### src/rtl/demux_8_sched.sv
// Purpose : schedules a valid/ready word stream across the 8 outputs of a 1:8 demux
//           (round-robin with skip of not-ready channels, or a fixed configured channel).
// Latency : a word accepted at edge N is presented from edge N; earliest delivery at edge N+1.
// Backpr. : single holding register; in_ready only when empty or the held word delivers this
//           cycle, giving 1 word/cycle with no bubble when the target sink is ready.
//
// Ports:
//   clk, rst_n            - clock, asynchronous active-low reset
//   mode, cfg_ch          - 0 = round-robin, 1 = fixed channel cfg_ch (sampled at accept)
//   in_valid/in_data/in_ready - upstream word handshake
//   ch_ready[7:0]         - per-channel sink ready
//   sel, out_data, out_valid - demux select, held word, one-hot channel valid
//   busy, deliv_cnt       - holding register occupied, completed delivery count
module demux_8_sched #(
    parameter int W     = 8,
    parameter int CNT_W = 16
) (
    input  logic             clk,
    input  logic             rst_n,
    input  logic             mode,
    input  logic [2:0]       cfg_ch,
    input  logic             in_valid,
    input  logic [W-1:0]     in_data,
    output logic             in_ready,
    input  logic [7:0]       ch_ready,
    output logic [2:0]       sel,
    output logic [W-1:0]     out_data,
    output logic [7:0]       out_valid,
    output logic             busy,
    output logic [CNT_W-1:0] deliv_cnt
);

    typedef enum logic {
        EMPTY = 1'b0,
        HOLD  = 1'b1
    } state_t;

    state_t             state_q, state_d;
    logic [2:0]         sel_q, sel_d;
    logic [W-1:0]       data_q, data_d;
    logic [CNT_W-1:0]   cnt_q, cnt_d;
    logic [2:0]         ptr_q, ptr_d;
    // Mode the held word was accepted under; decides whether its delivery moves ptr.
    logic               held_mode_q, held_mode_d;

    logic               deliver;
    logic               accept;
    logic [2:0]         target;
    logic               found;
    logic [2:0]         idx;

    assign deliver = (state_q == HOLD) && ch_ready[sel_q];
    assign in_ready = (state_q == EMPTY) || deliver;
    assign accept = in_valid && in_ready;

    // Pointer after any same-cycle delivery; the round-robin search for the
    // incoming word starts from this updated value.
    always_comb begin
        ptr_d = ptr_q;
        if (deliver && !held_mode_q) begin
            ptr_d = sel_q + 3'd1;
        end
    end

    // Target selection: first ready channel in cyclic order from ptr_d,
    // falling back to ptr_d itself when nothing is ready.
    always_comb begin
        target = ptr_d;
        found  = 1'b0;
        idx    = 3'd0;
        if (mode) begin
            target = cfg_ch;
        end else begin
            for (int i = 0; i < 8; i++) begin
                idx = ptr_d + 3'(i);
                if (!found && ch_ready[idx]) begin
                    target = idx;
                    found  = 1'b1;
                end
            end
        end
    end

    always_comb begin
        state_d     = state_q;
        sel_d       = sel_q;
        data_d      = data_q;
        held_mode_d = held_mode_q;
        cnt_d       = cnt_q;
        if (deliver) begin
            cnt_d   = cnt_q + CNT_W'(1);
            state_d = EMPTY;
        end
        // A same-cycle accept overrides the EMPTY transition: the new word
        // replaces the delivered one.
        if (accept) begin
            state_d     = HOLD;
            sel_d       = target;
            data_d      = in_data;
            held_mode_d = mode;
        end
    end

    always_ff @(posedge clk or negedge rst_n) begin
        if (!rst_n) begin
            state_q     <= EMPTY;
            sel_q       <= 3'd0;
            data_q      <= '0;
            held_mode_q <= 1'b0;
            cnt_q       <= '0;
            ptr_q       <= 3'd0;
        end else begin
            state_q     <= state_d;
            sel_q       <= sel_d;
            data_q      <= data_d;
            held_mode_q <= held_mode_d;
            cnt_q       <= cnt_d;
            ptr_q       <= ptr_d;
        end
    end

    assign sel       = sel_q;
    assign out_data  = data_q;
    assign out_valid = (state_q == HOLD) ? (8'b1 << sel_q) : 8'h00;
    assign busy      = (state_q == HOLD);
    assign deliv_cnt = cnt_q;

endmodule

### config.mk
export PLATFORM = sky130hd
export DESIGN_NAME = demux_8_sched
export DESIGN_NICKNAME = d
export VERILOG_FILES = /design/src/rtl/demux_8_sched.sv
export SDC_FILE = /design/constraint.sdc
export NUM_CORES = 1
export LEC_CHECK = 0
export ABC_CLOCK_PERIOD_IN_PS = 6800
export BUFFER_PORTS_ARGS = -buffer_cell sky130_fd_sc_hd__clkbuf_2
export CORE_MARGIN = 1.5
export CORE_UTILIZATION = 35
export DETAILED_ROUTE_END_ITERATION = 16
export SYNTH_ARGS = -nofsm -noshare
export SYNTH_HDL_FRONTEND = slang
export SYNTH_SLANG_ARGS = --single-unit
### constraint.sdc
create_clock -name clk -period 6.8 [get_ports clk]
set_input_delay 1.36 -clock clk [delete_from_list [all_inputs] [get_ports clk]]
set_output_delay 1.36 -clock clk [all_outputs]
set_load 0.03 [all_outputs]
==> impl_metrics.ini, run 1 <==
[detailed_routing]
num_vias = 2544
routed_via_density = 5.567
route.top_layer_used = met4
ant_nets = 0
drt_pre_antenna_iters = 5
wire_per_inst_um = 16.42
drt_iter0_markers = 242
dr_wl_met3_um = 369
wl_um = 7502
drc = 0
wl_met1_um = 3367
route.met2.wl_um = 3519

[synth]
yosysTopAreaCell = dfrtp_1
synth_nets = 328
synth-seq-area-share = 0.2918
synthTopCellsByArea = dfrtp_1 29%, mux2i_1 7.3%, nand2_1 4.8%, xnor2_1 4.8%, mux2_2 4.5%
synth-edff-count = 0
syn-instance-count = 297
synth_cell_type_count = 68
synthArstFlopShare = 1.000
synth-seq-cells = 32
synth.cell_area_mm2 = 0.002744
yosys_warnings = 0
syn_avg_cell_area_um2 = 9.239
ys.flop_type = dfrtp_1
synth_top_cell_area_share = 0.2918

[setup_path]
crit_path_end = sel[1]$_DFFE_PN0P_
cp_num_buf_inv = 3
critPathLaunchType = input port
path_depth = 17
path_cells = clkbuf_2 -> mux2i_1 -> a22oi_1 -> and4_1 -> nor2_1 -> buf_4 -> inv_1 -> ha_1 -> or2_2 -> a2111oi_4 -> or2_1 -> mux2i_1 -> mux2_4 -> a211o_4 -> nor3_2 -> a31oi_1 -> a221o_1
cp_max_fo = 15
cp.required_ns = 6.98
r2r_setup_slack_ns = 1.88
r2r_cells = 16
startpoint = ch_ready[4]
crit_arrival_ns = 5.43
critical_path_class = input port to register
critPathMaxStageDelay_ns = 0.33
critPathTopFamily = compound AO/OA/AOI/OAI gates
crit_path_end_kind = register
r2r-end = sel[1]$_DFFE_PN0P_
reg2reg_from = sel[0]$_DFFE_PN0P_
path_common_cell = mux2i_1
cp_slowest_cell = mux2i_1

[floorplan]
fp.dieArea_mm2 = 0.008380
rows = 32
start_util = 0.3588
core-area_mm2 = 0.007647
die_h_um = 91.54
io_pins = 60
die_w_um = 91.54

[placement]
io_buffers = 59
dp_hpwl_um = 5718
routabilityCongestion = 0.8740

[layout]
syn2layout_area_growth_pct = 17.65
drive_gt1_frac = 0.2845
finalNetCount = 385
antenna_cells = 0
fin_util = 0.4221

[worst_hold_path]
hold_path_class = register to register

[status]
status = finished, final reports clean

[timing]
hold-worst-slack_ns = 0.4739
slew_headroom = 0.2846
drv_slew = 0
fin_setup_tns_ns = 0
finalCritPeriodShare = 0.7729
finalSetupViolations = 0
finClkSkew_ns = 0.01176
finalHoldViolations = 0
fmax_mhz = 190.3
rsz0062_at_grt = false
max_slew.worst_pin.slew_ns = 1.052
period_minus_slack_ns = 5.256

[clock_tree]
cts_tree = done
cts.clk_slew.worst_paths_ns = 0.08
clk_path_buf_depth = 2
cts_made_buffers = 5
cts-htree-levels = 2
numClockSinks = 32
cts_hold_buf = 0
ctsResizeCount = 0
cts_setup_buffers = 0
clkLatencyLatePin_ns = 0.29
ctsRootBufferMaster = clkbuf_8

[grt]
grt_pass1_vias = 2528
overflow = 0
grt_antenna_before_repair = 0
grt_pass1_wl_um = 12600
grt_max_degree = 33
grt.total_usage = 0.1894

[flow_run]
drv_cap = 0
cells in the mapped netlist (2+ instances only):
cell and count:
a2111oi_0 4, a211o_1 2, a211oi_1 2, a21o_1 2
a21oi_1 7, a22o_1 4, a22oi_1 2, a22oi_2 2
a311oi_2 2, a31oi_1 8, a32oi_1 3, and2_1 7
and3_1 9, buf_1 2, buf_6 2, clkbuf_1 5
dfrtp_1 32, ha_1 8, inv_1 8, mux2_2 11
mux2i_1 20, nand2_1 35, nand2b_1 7, nand3_1 7
nand4_1 8, nor2_1 17, nor2b_1 6, nor3_1 4
nor3b_1 2, o21ai_0 5, o221ai_1 2, o22ai_1 3
o31ai_2 2, o32a_1 2, o32ai_1 2, or2_2 3
xnor2_1 15, xor2_1 5
registers in the layout, summed over array words and instances, names as in the netlist:
name / flops
sel: 3
ptr_q: 3
out_data: 8
deliv_cnt: 16
busy: 1
held_mode_q: 1
cell usage in the layout (no fill, tap or decap), drive strengths merged, types with 3 or more instances in the layout:
cell / count
xor2: 5
and2: 7
nor2b: 6
a32oi: 3
nand2: 36
nand2b: 8
nor3: 5
dfrtp: 32
a311oi: 3
o31ai: 3
o22ai: 3
xnor2: 15
nand3: 8
mux2i: 22
inv: 9
clkbuf: 65
o32ai: 3
nor2: 17
mux2: 12
a22o: 4
and3: 9
a2111oi: 5
o21ai: 6
or2: 4
a211o: 3
a31oi: 8
ha: 8
a22oi: 4
a21oi: 8
nand4: 8
cell families (layout without fill, tap and decap cells):
logic type	count (synthesis)	after routing	share of synthesized area
DFF	32	32	0.2918
adders and majority gates	8	8	0.03648
and+or+nand+nor	113	113	0.2139
xor gates and xnor gates	20	20	0.06384
muxes	35	35	0.1450
AOI/OAI and AO/OA	70	70	0.2171
buffers and inverters	19	77	0.03192
worst reg2reg max path: stages (launching register included):
cell	delay (ns)
dfrtp_1	0.78
mux2i_1	0.46
a22oi_1	0.23
and4_1	0.28
nor2_1	0.11
buf_4	0.20
inv_1	0.13
ha_1	0.25
or2_2	0.30
a2111oi_4	0.30
or2_1	0.33
mux2i_1	0.12
mux2_4	0.32
a211o_4	0.32
nor3_2	0.24
a31oi_1	0.14
a221o_1	0.32
metal layers:
metal / vias up / GRT usage
li1: 1225 / -
met1: 1207 / 0.2459
met4: 0 / 0.08594
met2: 92 / 0.3091
met5: - / 0
met3: 20 / 0.02848
worst min-delay path by stage:
| stage | slack, ns | to | cells past startpoint | startpoint |
|---|---|---|---|---|
| 6_report | 0.47 | deliv_cnt[15]$_DFFE_PN0N_ | 1 | deliv_cnt[15]$_DFFE_PN0N_ |
| 5_1_grt | 0.52 | deliv_cnt[12]$_DFFE_PN0N_ | 1 | deliv_cnt[12]$_DFFE_PN0N_ |
| 3_5_place_dp | 0.46 | deliv_cnt[15]$_DFFE_PN0N_ | 1 | deliv_cnt[15]$_DFFE_PN0N_ |
| 2_1_floorplan | 0.49 | held_mode_q$_DFFE_PN0P_ | 1 | held_mode_q$_DFFE_PN0P_ |
| 4_1_cts | 0.48 | deliv_cnt[15]$_DFFE_PN0N_ | 1 | deliv_cnt[15]$_DFFE_PN0N_ |
| 3_3_place_gp | 0.47 | deliv_cnt[15]$_DFFE_PN0N_ | 1 | deliv_cnt[15]$_DFFE_PN0N_ |
area by class of cell:
cell class	instances	area [um2]
Inverter	9	33.78
Tap cell	102	127.6
Clock inverter	2	35.03
Fill cell	754	4419
Multi-Input combinational cell	246	1856
Timing Repair Buffer	60	302.8
Clock buffer	6	72.57
Sequential cell	32	800.8
per-stage QoR:
stage | instances | instance area (um2) | setup slack, ns
final | 457 | 3228 | 1.544
after global routing | 457 | 3228 | 1.301
after CTS | 457 | 3228 | 1.614
after detailed placement | 449 | 3120 | 1.324
after global placement | 449 | 3120 | 1.338
after floorplan | 297 | 2744 | 1.706
Power of run 1 is not shown: default switching activity piles up to over one toggle a cycle in this logic, so the estimate is an artifact.
==> inputs of run 2 (changes only) <==
ABC_AREA = 1   (was default)
ABC_CLOCK_PERIOD_IN_PS = 4250   (was 6800)
clock period = 4.25 ns   (was 6.8 ns; I/O delays follow)
==> run 2 against run 1 <==
Routed wire length down 16%. Via count unchanged. Hold slack worse by 0.0040 ns.
==> impl_metrics.ini, run 2 <==
[layout]
largest_reg_flops = 16
drive_gt1_frac = 0.2037
antenna_cells = 0
num-fill-cells = 734
finalNetCount = 468
layout_commonest_cell = nand2_1
final_cell_mix = 150 x nand2_1, 60 x nand3_1, 59 x clkbuf_2, 38 x inv_1, 32 x dfrtp_1
syn2layout_area_growth_pct = 18.31

[timing]
rsz0062_at_grt = false
finalCritPeriodShare = 0.8461
finalSetupViolations = 0
slew_headroom = 0.4787
fmax_mhz = 278.1
finClkSkew_ns = 0.004383
max_slew.worst_pin.slew_ns = 0.7819
drv_slew = 0
period_minus_slack_ns = 3.596
finalHoldViolations = 0
fin_setup_tns_ns = 0
worst_slack_ns = 0.6541

[setup_path]
critical_path_class = input port to register
critPathMaxStageDelay_ns = 0.48
critPathLaunchType = input port
path_common_cell = nand2_1
path_cells = clkbuf_2 -> inv_1 -> nand2_1 -> nand3_1 -> nand2_1 -> nand2_1 -> nand2_2 -> nand3_4 -> nand2_1 -> nand2_2 -> ha_1 -> inv_1 -> nand3_1 -> nand2_1 -> o21ai_0 -> inv_1 -> nand2_1 -> nand3_1 -> nor2_2 -> nor2_1 -> o21ai_1 -> o21ai_1
cp.required_ns = 4.41
crit_arrival_ns = 3.76
cp_max_fo = 14
crit_path_end_kind = register
r2r_cells = 21
cp_slowest_cell = ha_1

[worst_hold_path]
hold_path_class = register to register
hold_depth = 1

[detailed_routing]
routed_via_density = 4.773
num_vias = 2544
ant_nets = 0
drt_iter0_markers = 115
drc = 0
wire_per_inst_um = 11.85
drt_pre_antenna_iters = 4
wl_um = 6317

[grt]
grt_antenna_before_repair = 0
grt_pass1_wl_um = 10860
grt.total_usage = 0.1754
overflow = 0
grt_max_degree = 33
grt_pass1_vias = 2456

[clock_tree]
clk_path_buf_depth = 2
ctsRootBufferMaster = clkbuf_8
cts_tree = done
ctsResizeCount = 0
cts_setup_buffers = 0
cts_made_buffers = 5
cts_hold_buf = 0
numClockSinks = 32
cts-htree-levels = 2
cts.clk_slew.worst_paths_ns = 0.07
clkLatencyLatePin_ns = 0.28

[synth]
synth-edff-count = 0
synth_top_cell_area_share = 0.3202
synth_nets = 407
synth.cell_area_mm2 = 0.002501
ys_top_cells_by_count = 150 x nand2_1, 60 x nand3_1, 38 x inv_1, 32 x dfrtp_1, 20 x nor2_1
synthTopCellsByArea = dfrtp_1 32%, nand2_1 23%, nand3_1 12%, inv_1 5.7%, ha_1 4.0%
synth-seq-area-share = 0.3202
syn-instance-count = 376
post-synth-top-count-cell = nand2_1
synth_cell_type_count = 32
synth-seq-cells = 32
yosys_warnings = 0
yosysTopAreaCell = dfrtp_1
syn_avg_cell_area_um2 = 6.652
synthArstFlopShare = 1.000
ys.flop_type = dfrtp_1

[floorplan]
core-area_mm2 = 0.006869
start_util = 0.3641
io_pins = 60
fp.dieArea_mm2 = 0.007662
die_h_um = 87.54
rows = 30
die_w_um = 87.54

[placement]
pre_cts_slack_ns = 0.4278
routabilityCongestion = 0.8928
io_buffers = 59
dp_hpwl_um = 4949

[flow_run]
drv_cap = 0

[status]
status = finished, final reports clean
[run 2: path summary, 6_finish.rpt]
check / startpoint / slack, ns / endpoint
min: deliv_cnt[15]$_DFFE_PN0N_ / 0.47 / deliv_cnt[15]$_DFFE_PN0N_
min reg2reg: deliv_cnt[15]$_DFFE_PN0N_ / 0.47 / deliv_cnt[15]$_DFFE_PN0N_
min in group asynchronous: rst_n / 0.65 / deliv_cnt[9]$_DFFE_PN0N_
max reg2reg: sel[0]$_DFFE_PN0P_ / 0.68 / sel[0]$_DFFE_PN0P_
max in group asynchronous: rst_n / 3.11 / out_data[1]$_DFFE_PN0P_
max: ch_ready[4] / 0.65 / sel[0]$_DFFE_PN0P_
[run 2: per-stage QoR]
stage | hold slack (ns) | cell area (um2) | utilization | std cells
finish | 0.4699 | 2959 | 0.4308 | 533
global route | 0.5085 | 2959 | 0.4308 | 533
CTS | 0.4810 | 2959 | 0.4308 | 533
detailed placement | 0.4658 | 2882 | 0.4195 | 526
global placement | 0.4609 | 2882 | 0.4195 | 526
floorplan | 0.4530 | 2501 | - | 376
[run 2: kinds of logic after synthesis]
family	after synthesis	synth area share
simple gates	262	0.4837
buf+inv	47	0.07703
flops	32	0.3202
xor+xnor	15	0.05252
compound gates	12	0.02651
fa+ha+maj	8	0.04002
[run 2: final cells by class]
type                       count  area [um2]  area share
clock buffer                   6       72.57     0.02452
clock inverter                 1       5.005    0.001691
inverter                      42       157.7     0.05328
multi-input combinational    297        1508      0.5095
sequential                    32       800.8      0.2706
tap                           96       120.1     0.04059
timing repair buffer          59       295.3     0.09979
[run 2: layer usage]
layer / routed length (um) / track usage / vias to the layer above
met3: 384 / 0.03299 / 11
met2: 2815 / 0.2720 / 78
met1: 3025 / 0.2430 / 1144
li1: - / - / 1311
met5: 0 / 0 / -
met4: 92 / 0.06638 / 0
[run 2: critical path, delay by kind of cell]
kind	cells	cell delay (ns)
buffers and inverters	4	0.45
and+or+nand+nor	14	1.35
adders and majority gates	1	0.48
AOI/OAI and AO/OA	3	0.62
Power of run 2 is left out for the same reason.
==> inputs of run 3 (changes only) <==
ABC_CLOCK_PERIOD_IN_PS = 3320   (was 4250)
clock period = 3.32 ns   (was 4.25 ns; I/O delays follow)
==> run 3 against run 2 <==
Routed wire length up 6.3%. Via count increased by 7.1%. Clock skew increased by 0.0040 ns. Global-route usage is 0.59 points higher. Critical path type is now register to register. Highest routed layer unchanged.
==> impl_metrics.ini, run 3 (same netlist as run 2, synthesis figures left out) <==
[timing]
fmax_mhz = 319.9
max_slew.worst_pin.slew_ns = 0.7788
finalSetupViolations = 0
period_minus_slack_ns = 3.126
slew_headroom = 0.4808
finalCritPeriodShare = 0.9415
finClkSkew_ns = 0.008430
finalHoldViolations = 0
drv_slew = 0

[setup_path]
reg2reg_from = sel[0]$_DFFE_PN0P_
crit_path_end_kind = register
r2r_cells = 24
cp_num_buf_inv = 2
critical_path_class = register to register
path_depth = 24
cp_slowest_cell = dfrtp_2
crit_path_end = sel[0]$_DFFE_PN0P_
startpoint = sel[0]$_DFFE_PN0P_
critPathLaunchType = register
r2r_setup_slack_ns = 0.19
r2r-end = sel[0]$_DFFE_PN0P_
cp.required_ns = 3.48
crit_arrival_ns = 3.28
critPathMaxStageDelay_ns = 0.47
path_cells = buf_6 -> nand2_1 -> nand3_1 -> nand2_1 -> nand2_2 -> nand2_2 -> nand3_4 -> nand2_2 -> nand2_4 -> ha_4 -> inv_4 -> nand3_1 -> nand3_2 -> nand2_2 -> nor2_4 -> nand2_2 -> nor3_4 -> nand2_2 -> nor2_4 -> nor2_2 -> nand2_1 -> nand2_1 -> o21ai_1 -> o21ai_1
cp_max_fo = 6
path_common_cell = nand2_2
critPathTopFamily = simple AND/OR/NAND/NOR gates

[layout]
antenna_cells = 0
num-fill-cells = 692
fin_util = 0.4847
drive_gt1_frac = 0.2996
final_cell_mix = 146 x nand2_1, 59 x clkbuf_2, 54 x nand3_1, 36 x inv_1, 33 x buf_4
largest_reg_flops = 16
fin_cells = 570
finalNetCount = 504
layout_commonest_cell = nand2_1
syn2layout_area_growth_pct = 33.12

[placement]
dp_hpwl_um = 5294
place_inst = 557
io_buffers = 59
routabilityCongestion = 0.8707

[floorplan]
die_w_um = 87.54
fp.dieArea_mm2 = 0.007662
core-area_mm2 = 0.006869
die_h_um = 87.54
start_util = 0.3641
io_pins = 60
rows = 30

[grt]
grt_antenna_before_repair = 0
grt_pass1_wl_um = 11230
grt.total_usage = 0.1813
overflow = 0
grt_pass1_vias = 2586
grt_max_degree = 33

[detailed_routing]
drc = 0
wire_per_inst_um = 11.79
ant_nets = 0
drt_pre_antenna_iters = 4
num_vias = 2725
wl_um = 6718
routed_via_density = 4.781
drt_iter0_markers = 162

[flow_run]
drv_cap = 0

[clock_tree]
ctsRootBufferMaster = clkbuf_8
cts.clk_slew.worst_paths_ns = 0.07
clkLatencyLatePin_ns = 0.28
clk_path_buf_depth = 2
numClockSinks = 32
cts_tree = done
cts_hold_buf = 0
cts-htree-levels = 2
cts_made_buffers = 5

[worst_hold_path]
hold_path_class = input port to asynchronous set/reset pin

[status]
status = finished, final reports clean
run 3: layout make-up:
| cell class | instances | area [um2] | share of cell area |
|---|---|---|---|
| Clock buffer | 6 | 82.58 | 0.02480 |
| Clock inverter | 2 | 10.01 | 0.003006 |
| Multi-Input combinational cell | 297 | 1574 | 0.4728 |
| Sequential cell | 32 | 803.3 | 0.2413 |
| Timing Repair Buffer | 95 | 576.8 | 0.1732 |
| Inverter | 42 | 162.7 | 0.04885 |
| Tap cell | 96 | 120.1 | 0.03608 |
run 3: through the flow:
stage                     worst slack [ns]  instance area (um2)  TNS (ns)  hold WS, ns
after floorplan                    0.02872                 2501         0       0.3684
after global placement             0.04581                 3114         0       0.4630
after detailed placement          -0.03584                 3114  -0.05917       0.4670
after CTS                           0.1288                 3207         0       0.4772
after global routing              -0.07611                 3329   -0.1261       0.5009
final                               0.1942                 3329         0       0.4539
run 3: worst register-to-register path: cells and delay by family (launching register included):
family | cells | cell delay [ns]
and+or+nand+nor | 19 | 1.86
DFF | 1 | 0.47
adders and majority gates | 1 | 0.27
buffers and inverters | 2 | 0.21
AOI/OAI and AO/OA | 2 | 0.19
run 3: worst min-delay path by stage:
stage | end
after global placement | deliv_cnt[15]$_DFFE_PN0N_
after global routing | out_data[4]$_DFFE_PN0P_
after CTS | deliv_cnt[13]$_DFFE_PN0N_
after detailed placement | out_data[4]$_DFFE_PN0P_
final | deliv_cnt[6]$_DFFE_PN0N_
after floorplan | busy$_DFFE_PN0P_
run 3: timing repair:
action	in CTS	in global routing
gates resized for setup	0	23
endpoints found under the setup margin	0	3
setup buffers	0	5
run 3: per-layer routing:
layer | track usage | vias to the layer above | routed length [um]
met3 | 0.03582 | 15 | 437
met1 | 0.2399 | 1223 | 3126
li1 | - | 1382 | -
met2 | 0.2986 | 105 | 3013
met5 | 0 | - | 0
met4 | 0.05772 | 0 | 141
Power of run 3 is left out for the same reason.
